[src/rtl/icache_pkg.sv]
// -----------------------------------------------------------------------------
// icache_pkg
// Shared types and constants for the direct-mapped instruction cache.
//   state_t        : fill controller states (IDLE, MEM_READ, UPDATE)
//   TAG_W/IDX_W/OFF_W : fields of the word address ADDRESS[9:2]
//   BLOCK_W        : cache line / memory block width in bits
//   split_addr()   : breaks ADDRESS[9:2] into {tag, index, word offset}
// -----------------------------------------------------------------------------
package icache_pkg;

  localparam int TAG_W   = 3;
  localparam int IDX_W   = 3;
  localparam int OFF_W   = 2;
  localparam int BLOCK_W = 128;
  localparam int WORD_W  = 32;

  // Width of the word-address slice ADDRESS[9:2].
  localparam int WADDR_W = TAG_W + IDX_W + OFF_W;

  typedef enum logic [1:0] {
    IDLE,
    MEM_READ,
    UPDATE
  } state_t;

  typedef struct packed {
    logic [TAG_W-1:0] tag;
    logic [IDX_W-1:0] idx;
    logic [OFF_W-1:0] off;
  } addr_fields_t;

  function automatic addr_fields_t split_addr(input logic [WADDR_W-1:0] word_addr);
    return addr_fields_t'(word_addr);
  endfunction

endpackage

[src/rtl/icache_if.sv]
// -----------------------------------------------------------------------------
// icache_if
// Bundles the CPU fetch port and the instruction-memory block port of icache.
//   CPU side : READ, ADDRESS (in to cache); INSTRUCTION, BUSYWAIT (out)
//   Mem side : MEM_READ, MEM_ADDRESS (out of cache); MEM_READDATA,
//              MEM_BUSYWAIT (in)
// Modports:
//   slave  : the cache's view
//   master : the CPU + memory environment's view
// -----------------------------------------------------------------------------
interface icache_if #(
  parameter int MEM_ADDR_W = 6
) ();

  logic                  READ;
  logic [31:0]           ADDRESS;
  logic [31:0]           INSTRUCTION;
  logic                  BUSYWAIT;
  logic                  MEM_READ;
  logic [MEM_ADDR_W-1:0] MEM_ADDRESS;
  logic [127:0]          MEM_READDATA;
  logic                  MEM_BUSYWAIT;

  modport slave (
    input  READ, ADDRESS, MEM_READDATA, MEM_BUSYWAIT,
    output INSTRUCTION, BUSYWAIT, MEM_READ, MEM_ADDRESS
  );

  modport master (
    output READ, ADDRESS, MEM_READDATA, MEM_BUSYWAIT,
    input  INSTRUCTION, BUSYWAIT, MEM_READ, MEM_ADDRESS
  );

endinterface

[src/rtl/icache_word_sel.sv]
// -----------------------------------------------------------------------------
// icache_word_sel
// 4:1 selector picking one 32-bit word out of a 128-bit cache line.
//   block : cache line, word k is block[32k+31:32k]
//   off   : word offset ADDRESS[3:2]
//   word  : selected word
// -----------------------------------------------------------------------------
module icache_word_sel
  import icache_pkg::*;
(
  input  logic [BLOCK_W-1:0] block,
  input  logic [OFF_W-1:0]   off,
  output logic [WORD_W-1:0]  word
);

  assign word = block[off*WORD_W +: WORD_W];

endmodule

[src/rtl/icache.sv]
// -----------------------------------------------------------------------------
// icache
// Direct-mapped, read-only instruction cache between the CPU fetch port and a
// 128-bit-wide instruction memory. Hits return INSTRUCTION combinationally in
// the same cycle; a miss raises BUSYWAIT, reads the block from memory and
// installs it, after which the held PC hits.
//
// Ports:
//   CLK          : clock, rising edge
//   RESET        : asynchronous, active-high reset
//   bus          : icache_if.slave (READ, ADDRESS, INSTRUCTION, BUSYWAIT,
//                  MEM_READ, MEM_ADDRESS, MEM_READDATA, MEM_BUSYWAIT)
//   HIT_COUNT    : 16-bit saturating hit counter   (ICACHE_STATS_EN only)
//   MISS_COUNT   : 16-bit saturating miss counter  (ICACHE_STATS_EN only)
//
// Build option: define ICACHE_STATS_EN to add the hit/miss counters.
// -----------------------------------------------------------------------------
module icache
  import icache_pkg::*;
#(
  parameter int MEM_ADDR_W = 6,
  parameter int NUM_LINES  = 8
) (
  input  logic        CLK,
  input  logic        RESET,
  icache_if.slave     bus
`ifdef ICACHE_STATS_EN
  ,
  output logic [15:0] HIT_COUNT,
  output logic [15:0] MISS_COUNT
`endif
);

  // ---------------------------------------------------------------------------
  // Address decode and lookup
  // ---------------------------------------------------------------------------
  addr_fields_t req;
  assign req = split_addr(bus.ADDRESS[WADDR_W+1:2]);

  // Upper address bits and the byte offset play no part in the lookup.
  logic unused_addr_bits;
  assign unused_addr_bits = ^{bus.ADDRESS[31:WADDR_W+2], bus.ADDRESS[1:0]};

  logic [NUM_LINES-1:0] valid;
  logic [TAG_W-1:0]     tag_mem  [NUM_LINES];
  logic [BLOCK_W-1:0]   data_mem [NUM_LINES];

  logic hit;
  assign hit = valid[req.idx] && (tag_mem[req.idx] == req.tag);

  logic [WORD_W-1:0] sel_word;

  icache_word_sel u_word_sel (
    .block (data_mem[req.idx]),
    .off   (req.off),
    .word  (sel_word)
  );

  assign bus.INSTRUCTION = sel_word;

  // ---------------------------------------------------------------------------
  // Fill controller
  // ---------------------------------------------------------------------------
  state_t                state, state_nxt;
  logic [MEM_ADDR_W-1:0] fill_addr;   // latched {tag, index} of the miss
  logic [BLOCK_W-1:0]    fill_data;   // block captured from memory
  logic                  start_fill;
  logic                  capture;
  logic                  busy;
  logic                  mem_rd;

  logic [IDX_W-1:0] fill_idx;
  logic [TAG_W-1:0] fill_tag;
  assign fill_idx = fill_addr[IDX_W-1:0];
  assign fill_tag = fill_addr[MEM_ADDR_W-1:IDX_W];

  // NOTE: every output of this block gets a default before the case so no
  // path leaves a signal unassigned, which would otherwise infer a latch.
  always_comb begin
    state_nxt  = state;
    busy       = 1'b0;
    mem_rd     = 1'b0;
    start_fill = 1'b0;
    capture    = 1'b0;
    unique case (state)
      IDLE: begin
        if (bus.READ && !hit) begin
          busy       = 1'b1;
          start_fill = 1'b1;
          state_nxt  = MEM_READ;
        end
      end
      MEM_READ: begin
        busy   = 1'b1;
        mem_rd = 1'b1;
        if (!bus.MEM_BUSYWAIT) begin
          capture   = 1'b1;
          state_nxt = UPDATE;
        end
      end
      UPDATE: begin
        busy      = 1'b1;
        state_nxt = IDLE;
      end
      default: state_nxt = IDLE;
    endcase
  end

  // MEM_READ follows the state register, so an asynchronous reset drops it at
  // once; BUSYWAIT is additionally masked so a held PC cannot stall in reset.
  assign bus.BUSYWAIT    = busy & ~RESET;
  assign bus.MEM_READ    = mem_rd;
  assign bus.MEM_ADDRESS = fill_addr;

  // NOTE: state registers use non-blocking assignments so every flop samples
  // the pre-edge values regardless of statement order.
  always_ff @(posedge CLK or posedge RESET) begin
    if (RESET) begin
      state     <= IDLE;
      valid     <= '0;
      fill_addr <= '0;
    end else begin
      state <= state_nxt;
      if (start_fill) fill_addr <= {req.tag, req.idx};
      if (state == UPDATE) valid[fill_idx] <= 1'b1;
    end
  end

  // NOTE: tag and data arrays carry no reset; the cleared valid bits already
  // make their contents unobservable, and keeping them reset-free lets them
  // map onto plain RAM/flop arrays without a reset tree.
  always_ff @(posedge CLK) begin
    if (capture) fill_data <= bus.MEM_READDATA;
    if (state == UPDATE) begin
      data_mem[fill_idx] <= fill_data;
      tag_mem[fill_idx]  <= fill_tag;
    end
  end

  // ---------------------------------------------------------------------------
  // Optional hit/miss statistics
  // ---------------------------------------------------------------------------
`ifdef ICACHE_STATS_EN
  // The IDLE cycle right after UPDATE completes a miss, not a fresh hit.
  logic prev_update;

  always_ff @(posedge CLK or posedge RESET) begin
    if (RESET) begin
      prev_update <= 1'b0;
      HIT_COUNT   <= '0;
      MISS_COUNT  <= '0;
    end else begin
      prev_update <= (state == UPDATE);
      if (state == IDLE && bus.READ && hit && !prev_update && HIT_COUNT != 16'hFFFF)
        HIT_COUNT <= HIT_COUNT + 16'd1;
      if (start_fill && MISS_COUNT != 16'hFFFF)
        MISS_COUNT <= MISS_COUNT + 16'd1;
    end
  end
`endif

endmodule

[src/flat_wrapper.sv]
// flat-port wrapper written by rule: the top's interface ports become plain ports
module icache_flat import icache_pkg::*;
#(
  parameter int MEM_ADDR_W = 6,
  parameter int NUM_LINES  = 8
)
  (CLK, RESET, bus_READ, bus_ADDRESS, bus_MEM_READDATA, bus_MEM_BUSYWAIT, bus_INSTRUCTION, bus_BUSYWAIT, bus_MEM_READ, bus_MEM_ADDRESS);
  icache_if #(.MEM_ADDR_W(MEM_ADDR_W)) bus_i ();
  input  logic CLK;
  input  logic RESET;
  input wire logic [$bits(bus_i.READ)-1:0] bus_READ;
  input wire logic [$bits(bus_i.ADDRESS)-1:0] bus_ADDRESS;
  input wire logic [$bits(bus_i.MEM_READDATA)-1:0] bus_MEM_READDATA;
  input wire logic [$bits(bus_i.MEM_BUSYWAIT)-1:0] bus_MEM_BUSYWAIT;
  output wire logic [$bits(bus_i.INSTRUCTION)-1:0] bus_INSTRUCTION;
  output wire logic [$bits(bus_i.BUSYWAIT)-1:0] bus_BUSYWAIT;
  output wire logic [$bits(bus_i.MEM_READ)-1:0] bus_MEM_READ;
  output wire logic [$bits(bus_i.MEM_ADDRESS)-1:0] bus_MEM_ADDRESS;
  assign bus_i.READ = bus_READ;
  assign bus_i.ADDRESS = bus_ADDRESS;
  assign bus_i.MEM_READDATA = bus_MEM_READDATA;
  assign bus_i.MEM_BUSYWAIT = bus_MEM_BUSYWAIT;
  assign bus_INSTRUCTION = bus_i.INSTRUCTION;
  assign bus_BUSYWAIT = bus_i.BUSYWAIT;
  assign bus_MEM_READ = bus_i.MEM_READ;
  assign bus_MEM_ADDRESS = bus_i.MEM_ADDRESS;
  icache #(.MEM_ADDR_W(MEM_ADDR_W), .NUM_LINES(NUM_LINES)) u_core (.CLK(CLK), .RESET(RESET), .bus(bus_i));
endmodule
[config.mk]
export PLATFORM = sky130hd
export DESIGN_NAME = icache_flat
export DESIGN_NICKNAME = d
export VERILOG_FILES = /design/src/rtl/icache_pkg.sv /design/src/rtl/icache_if.sv /design/src/rtl/icache_word_sel.sv /design/src/rtl/icache.sv /design/src/flat_wrapper.sv
export SDC_FILE = /design/constraint.sdc
export NUM_CORES = 1
export LEC_CHECK = 0
export CORE_MARGIN = 2
export CORE_UTILIZATION = 54
export DETAILED_ROUTE_END_ITERATION = 8
export GPL_TIMING_DRIVEN = 0
export MAX_ROUTING_LAYER = met4
export PLACE_DENSITY_LB_ADDON = 0.2
export SETUP_SLACK_MARGIN = 0.5
export SYNTH_ARGS = -nofsm -noshare
export SYNTH_HDL_FRONTEND = slang
export SYNTH_HIERARCHICAL = 1
export SYNTH_SLANG_ARGS = --single-unit
[constraint.sdc]
create_clock -name CLK -period 11.5 [get_ports CLK]
set_clock_uncertainty 0.15 [all_clocks]
set_input_delay 1.15 -clock CLK [delete_from_list [all_inputs] [get_ports CLK]]
set_output_delay 1.15 -clock CLK [all_outputs]
set_load 0.005 [all_outputs]
==> results of run 1 <==
==> stage by stage <==
stage	hold WS [ns]	setup TNS (ns)
floorplan	0.284	0
global placement	0.296	-3757.66
detailed placement	0.298	0
CTS	0.312	0
global route	0.324	0
finish	0.314	0
==> how the worst min path moves through the flow <==
stage | from | to | cells after the start
2_1_floorplan | u_core/valid[2]$_DFFE_PP0P_ | u_core/valid[2]$_DFFE_PP0P_ | 1
3_3_place_gp | u_core/valid[6]$_DFFE_PP0P_ | u_core/valid[6]$_DFFE_PP0P_ | 1
3_5_place_dp | u_core/valid[1]$_DFFE_PP0P_ | u_core/valid[1]$_DFFE_PP0P_ | 1
4_1_cts | u_core/valid[1]$_DFFE_PP0P_ | u_core/valid[1]$_DFFE_PP0P_ | 1
5_1_grt | u_core/valid[0]$_DFFE_PP0P_ | u_core/valid[0]$_DFFE_PP0P_ | 1
6_report | u_core/valid[7]$_DFFE_PP0P_ | u_core/valid[7]$_DFFE_PP0P_ | 1
==> kinds of logic after synthesis <==
logic type      Yosys count
compound gates            5
buf+inv                  87
xor+xnor                  3
fa+ha+maj                 5
simple gates             27
flops                  1192
mux                     441
==> layer usage <==
layer,track usage (%),vias up,wire length [um]
met2,38.1,767,48700
met3,3.99,163,6220
met5,-,-,0
met1,32.6,10800,39400
met4,6.26,0,2360
li1,-,8328,-
==> synthesized netlist by cell type <==
library cell	instances	area (um2)
clkbuf_1	41	154
dfrtp_1	16	400
mux2_1	1	11.3
mux2i_1	12	120
nor2b_1	1	6.26
inv_1	5	18.8
o21ai_1	1	5.00
nor2_1	8	30.0
nor3_1	3	15.0
o21bai_1	1	7.51
mux2_2	128	1440
a2bb2oi_1	1	8.76
mux2_4	7	105
buf_8	1	15.0
a41oi_2	1	16.3
xor2_1	3	26.3
buf_2	28	140
buf_6	3	33.8
or2_2	8	50.1
buf_1	6	22.5
a41oi_4	1	27.5
mux4_2	291	6550
buf_12	3	60.1
nand2_1	4	15.0
edfxtp_1	1176	35300
nand2b_1	3	18.8
ha_1	5	62.6
mux4_1	2	52.6
==> power by group through the flow <==
stage	registers [mW]	logic, mW	clock network (mW)
finish	5.56	1.03	3.76
global route	5.60	1.09	4.00
CTS	5.56	1.05	3.83
detailed placement	5.65	1.04	0
global placement	5.81	0.899	0
floorplan	5.65	0.524	0
==> flip-flops by register name, summed over array words and instances (netlist names) <==
signal,count
u_core/valid,8
u_core/fill_data,128
u_core/bus.MEM_ADDRESS,6
u_core/data_mem,1024
u_core/tag_mem,24
u_core/state,2
==> worst max-delay path: stages <==
cell             delay [ns]
buf_2                  0.14
buf_6                  0.20
clkbuf_1               0.85
buf_1                  0.77
mux4_2                 0.41
mux2_2                 0.30
mux4_2                 0.52
clkdlybuf4s50_1        0.49
==> layout make-up <==
class	count	area, um2	area share (%)
Buffer	82	425	0.803
Tap cell	1070	1340	2.53
Multi-Input combinational cell	481	8640	16.3
Sequential cell	1192	35700	67.4
Timing Repair Buffer	250	3010	5.68
Inverter	5	18.8	0.0354
Clock inverter	67	644	1.22
Clock buffer	155	3200	6.03
==> impl_metrics.json, run 1 <==
{
  "ys_ff_latch": 1192,
  "cts_root_buffer": "clkbuf_16",
  "netlist_area_um2": 44700,
  "synth_top_family_by_area": "multiplexers",
  "layout-drive-gt1-share_pct": 32.2,
  "finalSetupViolCount": 0,
  "clkLatencyLatePin_ns": 0.68,
  "drc_errors": 0,
  "slew_viol_final": 0,
  "total_power_mw": 10.4,
  "die_area_um2": 85200,
  "cp-start-kind": "input port",
  "mostFrequentLayoutCells": "1176 x edfxtp_1, 291 x mux4_2, 175 x clkdlybuf4s50_1",
  "cp.arrival_ns": 4.86,
  "ios": 204,
  "cp.required_ns": 10.20,
  "wl_per_cell_um": 29.3,
  "layout_worst_path_cycle_share_pct": 53.6,
  "die_h_um": 292,
  "drt_wl_total_um": 96600,
  "antennaDiodeCount": 0,
  "synth_fa_ha_area_share_pct": 0.140,
  "antenna_left": 0,
  "tritoncts": "done",
  "synth_xor_area_share_pct": 0.0587,
  "setup.worst_path.end": "bus_INSTRUCTION[6]",
  "hold_viol": 0,
  "fin_cells": 3302,
  "cts.path.max_buffers": 3,
  "clock-sinks": 1192,
  "yosysSeqAreaShare_pct": 79.8,
  "grt_overflow": 0,
  "start_util_pct": 54.5,
  "post_cts_buffers": 0,
  "r2r.worst_path.cells": 10,
  "track_usage_pct": 23.9,
  "syn_nets": 1929,
  "final_util_pct": 64.5,
  "grt_pass1_wl_um": 141000,
  "grt_antenna_before_repair": 3,
  "drt_pass1_iterations": 5,
  "synthSimpleGateAreaFrac_pct": 0.302,
  "rsz0062_at_grt": "false",
  "p_clk_share_pct": 36.4,
  "dp.cells": 3080,
  "critPathLaunch": "bus_ADDRESS[5]",
  "maxCapViolations": 0,
  "combPwrFrac_pct": 9.9,
  "slew_headroom_pct": 25.6,
  "seq_power_share_pct": 53.7,
  "swShare_pct": 22.5,
  "fmax_mhz": 162,
  "p_leak_nw": 16.8,
  "r2r_setup_slack_ns": 8.16,
  "rows": 105,
  "viasPerCell": 6.07,
  "placed_area_um2": 49100,
  "portBuffers": 175,
  "internal_power_mw": 8.02,
  "fp.coreArea_um2": 82100,
  "synth_warnings": 6,
  "p_switching_mw": 2.33,
  "post_cts_resized": 0,
  "grt_pass1_vias": 20700,
  "cts_buffers": 119,
  "holdCritPathClass": "register to register",
  "postLayoutCellArea_um2": 53000,
  "vdd_drop_max_v": 0.000125,
  "h-tree-depth": 3,
  "outcome": "completed",
  "worstSetupPathType": "input port to primary output",
  "via_count": 20000,
  "r2r_start": "u_core/state[0]$_DFFE_PP0P_",
  "timing.final.ws_setup_ns": 5.34,
  "layout_commonest_cell": "edfxtp_1",
  "post-route-min-period_ns": 6.16,
  "nNetsFinal": 2300,
  "drtIter0Drc": 2069,
  "reg2reg_to": "u_core/data_mem[0][75]$_DFFE_PP_",
  "gp_congestion": 0.732,
  "grt_max_degree": 33,
  "synth.avg_cell_area_um2": 25.4,
  "path_clk_slew_ns": 0.06,
  "hold_buffers": 0,
  "crit_fanout": 10,
  "area_growth_pct": 18.4,
  "syn_inst": 1760,
  "synthDistinctLibCells": 28,
  "fillers": 5181,
  "synth_compound_area_share_pct": 0.145,
  "dp_hpwl_um": 61500,
  "synthMuxAreaShare_pct": 18.5,
  "die-width_um": 292,
  "crit_path_end_kind": "primary output",
  "power_density_nw_per_um2": 195,
  "worst_pin_slew_ns": 1.12,
  "dp_slack_ns": 5.24
}
(Power assumes the default switching activity.)
==> run 2: changes to the inputs <==
Clock period 11.5 ns to 5 ns, I/O delays scaled along.
==> impl_metrics.json, run 2 (same netlist as run 1, synthesis figures left out) <==
{
  "hold_buffers": 0,
  "drt_pass1_iterations": 5,
  "nNetsFinal": 2287,
  "cp-start-kind": "input port",
  "grt_overflow": 0,
  "clock-sinks": 1192,
  "via_count": 19800,
  "antenna_left": 0,
  "path_clk_slew_ns": 0.06,
  "layout_worst_path_cycle_share_pct": 87.8,
  "final_util_pct": 64.7,
  "holdCritPathClass": "input port to asynchronous set/reset pin",
  "mostFrequentLayoutCells": "1176 x edfxtp_1, 291 x mux4_2, 175 x clkdlybuf4s50_1",
  "cts_root_buffer": "clkbuf_16",
  "crit_top_cell": "mux4_2",
  "cp.arrival_ns": 3.74,
  "rows": 105,
  "cts.path.max_buffers": 3,
  "grt_max_degree": 31,
  "slew_headroom_pct": 28.0,
  "regMostFlops": "u_core/data_mem",
  "die-width_um": 292,
  "cpPeakStageDelay_ns": 0.71,
  "antennaDiodeCount": 0,
  "layout_commonest_cell": "edfxtp_1",
  "drtIter0Drc": 2091,
  "timing.final.ws_setup_ns": 0.611,
  "power_density_nw_per_um2": 447,
  "finalSetupViolCount": 0,
  "h-tree-depth": 3,
  "reg_top3": "u_core/data_mem: 1024 flops, u_core/fill_data: 128 flops, u_core/tag_mem: 24 flops",
  "total_power_mw": 23.7,
  "post-route-min-period_ns": 4.39,
  "worstSetupPathType": "input port to primary output",
  "dp_slack_ns": 0.0965,
  "cp.required_ns": 4.35,
  "vdd_drop_max_v": 0.000280,
  "fmax_mhz": 228,
  "track_usage_pct": 24.0,
  "grt_pass1_vias": 20600,
  "hold_viol": 0,
  "ios": 204,
  "area_growth_pct": 18.7,
  "fin_cells": 3283,
  "clkLatencyLatePin_ns": 0.67,
  "crit_family": "buffers and inverters",
  "die_h_um": 292,
  "drt_wl_total_um": 96600,
  "worst-path-buf-inv": 5,
  "start_util_pct": 54.5,
  "layout-drive-gt1-share_pct": 33.3,
  "post_cts_buffers": 0,
  "dp.cells": 3068,
  "maxCapViolations": 0,
  "largest_register_ffs": 1024,
  "viasPerCell": 6.04,
  "fp.coreArea_um2": 82100,
  "crit_fanout": 10,
  "tritoncts": "done",
  "gp_congestion": 0.750,
  "portBuffers": 175,
  "rsz0062_at_grt": "false",
  "grt_antenna_before_repair": 3,
  "hold_ws_ns": 0.115,
  "drc_errors": 0,
  "die_area_um2": 85200,
  "grt_pass1_wl_um": 142000,
  "critPathSlowestCell": "buf_1",
  "outcome": "completed",
  "worst_pin_slew_ns": 1.08,
  "dp_hpwl_um": 61700,
  "slew_viol_final": 0,
  "wl_per_cell_um": 29.4,
  "crit_chain": "buf_2, buf_6, clkbuf_2, buf_1, mux4_2, mux2_2, mux4_2, clkdlybuf4s50_1",
  "crit_path_end_kind": "primary output",
  "p_leak_nw": 16.8,
  "cts_buffers": 118
}
## run 2: worst reg2reg max path, stage by stage (launching register included)
cell and delay (ns):
dfrtp_1 0.41, inv_1 0.12, ha_1 0.20, nand2_1 0.24
nor3_4 0.59, buf_8 0.23, buf_16 0.18, buf_8 0.22
buf_16 0.19, buf_8 0.18
## run 2: area by class of cell
class / count / area, um2
Clock buffer: 140 / 3080
Tap cell: 1070 / 1340
Timing Repair Buffer: 238 / 3140
Buffer: 82 / 460
Clock inverter: 75 / 689
Fill cell: 5240 / 29000
Inverter: 5 / 18.8
Multi-Input combinational cell: 481 / 8650
Sequential cell: 1192 / 35700
## run 2: final timing paths
kind	cells past startpoint	startpoint	to	slack [ns]
worst max-delay path	8	bus_ADDRESS[5]	bus_INSTRUCTION[7]	0.61
worst min-delay path	2	RESET	u_core/bus.MEM_ADDRESS[2]$_DFFE_PP0P_	0.12
worst max register to register	9	u_core/state[0]$_DFFE_PP0P_	u_core/data_mem[1][74]$_DFFE_PP_	2.00
worst min register to register	1	u_core/valid[0]$_DFFE_PP0P_	u_core/valid[0]$_DFFE_PP0P_	0.32
max in group asynchronous	2	RESET	u_core/valid[6]$_DFFE_PP0P_	4.15
min in group CLK	1	bus_MEM_READDATA[36]	u_core/fill_data[36]$_DFFE_PP_	0.22
## run 2: timing repair
action                     CTS  global route
resized for setup           22            12
setup endpoints to repair   32             9
hold endpoints to repair     0             0
## run 2: metal layers
metal | vias to the layer above | routed length [um] | GRT usage, %
met1 | 10700 | 39700 | 33.1
met2 | 751 | 48500 | 38.4
met4 | 0 | 1910 | 5.86
li1 | 8311 | - | -
met5 | - | 0 | -
met3 | 114 | 6470 | 3.71
## run 2: where the power goes
group          internal [mW]  switching, mW  total, mW
clock network           4.91           3.63       8.54
logic                   1.15           1.25       2.40
registers               12.3          0.518       12.8
total                   18.3           5.39       23.7
## run 2: metrics by stage
stage               TNS [ns]  instance area, um2
global route               0               53100
floorplan                  0               44800
global placement    -3599.93               47900
finish                     0               53100
detailed placement         0               49300
CTS                        0               53100
==> run 3: changes to the inputs <==
Settings changed: CORE_ASPECT_RATIO set to 1.75, PLACE_DENSITY set to 0.74, PLACE_DENSITY_LB_ADDON 0.2 to unset, REMOVE_ABC_BUFFERS set to 1.
==> impl_metrics.json, run 3 (same netlist as run 1, synthesis figures left out) <==
{
  "outcome": "complete, but fails checks",
  "violations": "DRC",
  "die_h_um": 385,
  "gp_congestion": 0.669,
  "placed_area_um2": 49100,
  "reg2reg_to": "u_core/data_mem[0][38]$_DFFE_PP_",
  "grt_overflow": 0,
  "crit_path_end_kind": "primary output",
  "post-route-min-period_ns": 4.28,
  "seq_power_share_pct": 56.1,
  "hold_viol": 0,
  "fp.coreArea_um2": 82100,
  "wl_per_cell_um": 27.4,
  "clock-sinks": 1192,
  "largest_register_ffs": 1024,
  "holdCritPathClass": "input port to asynchronous set/reset pin",
  "cp-start-kind": "input port",
  "r2r.worst_path.cells": 11,
  "rows": 139,
  "rsz0062_at_grt": "false",
  "cts.path.max_buffers": 3,
  "drc_errors": 13,
  "worst_pin_slew_ns": 0.900,
  "r2r_setup_slack_ns": 1.48,
  "internal_power_mw": 17.7,
  "die-width_um": 222,
  "path_clk_slew_ns": 0.06,
  "reg_top3": "u_core/data_mem: 1024 flops, u_core/fill_data: 128 flops, u_core/tag_mem: 24 flops",
  "track_usage_pct": 21.5,
  "combPwrFrac_pct": 10.1,
  "cp.required_ns": 4.35,
  "slew_headroom_pct": 39.7,
  "slew_viol_final": 0,
  "grt_pass1_vias": 21000,
  "dp_hpwl_um": 51500,
  "tritoncts": "done",
  "regMostFlops": "u_core/data_mem",
  "grt_max_degree": 109,
  "vdd_drop_max_v": 0.000337,
  "hold_buffers": 0,
  "r2r_start": "u_core/state[0]$_DFFE_PP0P_",
  "h-tree-depth": 3,
  "drt_wl_total_um": 87300,
  "portBuffers": 179,
  "power_density_nw_per_um2": 435,
  "swShare_pct": 22.5,
  "p_switching_mw": 5.12,
  "ios": 204,
  "drt_pass1_iterations": 7,
  "worstSetupPathType": "input port to primary output",
  "maxCapViolations": 0,
  "nNetsFinal": 2218,
  "start_util_pct": 54.5,
  "p_leak_nw": 16.5,
  "area_growth_pct": 17.0,
  "crit_fanout": 72,
  "post_cts_buffers": 0,
  "die_area_um2": 85200,
  "grt_antenna_before_repair": 2,
  "grt_pass1_wl_um": 130000,
  "via_count": 19200,
  "clkLatencyLatePin_ns": 0.69,
  "fmax_mhz": 233,
  "drtIter0Drc": 1662,
  "cp.arrival_ns": 3.63,
  "finalSetupViolCount": 0,
  "fin_setup_tns_ns": 0,
  "final_util_pct": 63.8,
  "p_clk_share_pct": 33.8,
  "layout_worst_path_cycle_share_pct": 85.7,
  "mostFrequentLayoutCells": "1176 x edfxtp_1, 291 x mux4_2, 174 x clkdlybuf4s50_1",
  "antenna_left": 0,
  "layout_commonest_cell": "edfxtp_1",
  "layout-drive-gt1-share_pct": 32.1,
  "cts_root_buffer": "clkbuf_16",
  "viasPerCell": 6.03,
  "cts_buffers": 103,
  "postLayoutCellArea_um2": 52400
}
-- run 3: power by group through the flow --
stage | clock [mW] | combinational (mW) | sequential [mW]
detailed placement | 0 | 2.34 | 13.0
global route | 8.26 | 2.45 | 12.9
CTS | 7.88 | 2.36 | 12.8
finish | 7.70 | 2.31 | 12.8
global placement | 0 | 2.41 | 13.3
floorplan | 0 | 1.09 | 13.0
-- run 3: how the worst max path moves through the flow --
stage	slack, ns	depth (start not counted)	to	from
2_1_floorplan	-5.73	5	u_core/valid[0]$_DFFE_PP0P_	u_core/state[0]$_DFFE_PP0P_
3_3_place_gp	-16.57	5	u_core/valid[1]$_DFFE_PP0P_	u_core/state[0]$_DFFE_PP0P_
3_5_place_dp	0.53	7	bus_INSTRUCTION[25]	bus_ADDRESS[4]
4_1_cts	0.52	7	bus_INSTRUCTION[25]	bus_ADDRESS[4]
5_1_grt	0.50	7	bus_INSTRUCTION[14]	bus_ADDRESS[4]
6_report	0.72	7	bus_INSTRUCTION[4]	bus_ADDRESS[4]
-- run 3: metrics by stage --
| stage | cells | total power [mW] | hold WS, ns | worst slack [ns] |
|---|---|---|---|---|
| final | 3191 | 22.8 | 0.0796 | 0.716 |
| after global routing | 3191 | 23.6 | 0.130 | 0.505 |
| after CTS | 3188 | 23.0 | 0.0605 | 0.521 |
| after detailed placement | 3000 | 15.3 | 0.302 | 0.531 |
| after global placement | 2914 | 15.7 | 0.295 | -16.57 |
| after floorplan | 1678 | 14.1 | 0.264 | -5.73 |
-- run 3: worst max-delay path, stage by stage --
cell             delay, ns
buf_8                 0.36
buf_16                0.33
buf_16                0.41
mux4_2                0.59
mux2_2                0.28
mux4_2                0.52
clkdlybuf4s50_1       0.47
-- run 3: area by class of cell --
type / instances / area, um2
Antenna cell: 2 / 5.00
Clock buffer: 133 / 2780
Clock inverter: 55 / 484
Fill cell: 5267 / 29700
Inverter: 5 / 18.8
Multi-Input combinational cell: 481 / 8640
Sequential cell: 1192 / 35700
Tap cell: 1057 / 1320
Timing Repair Buffer: 266 / 3390
-- run 3: per-layer routing --
metal | track usage (%) | up-vias | part of all wire, %
li1 | - | 8141 | -
met1 | 27.4 | 10400 | 40
met2 | 36.7 | 601 | 53
met3 | 2.97 | 123 | 5.1
met4 | 6.27 | 0 | 2.0
met5 | - | - | 0
-- run 3: repair_timing --
| item | CTS | global route |
|---|---|---|
| endpoints found under the setup margin | 0 | 7 |
| resized for setup | 0 | 0 |
| endpoints found under the hold margin | 0 | 0 |
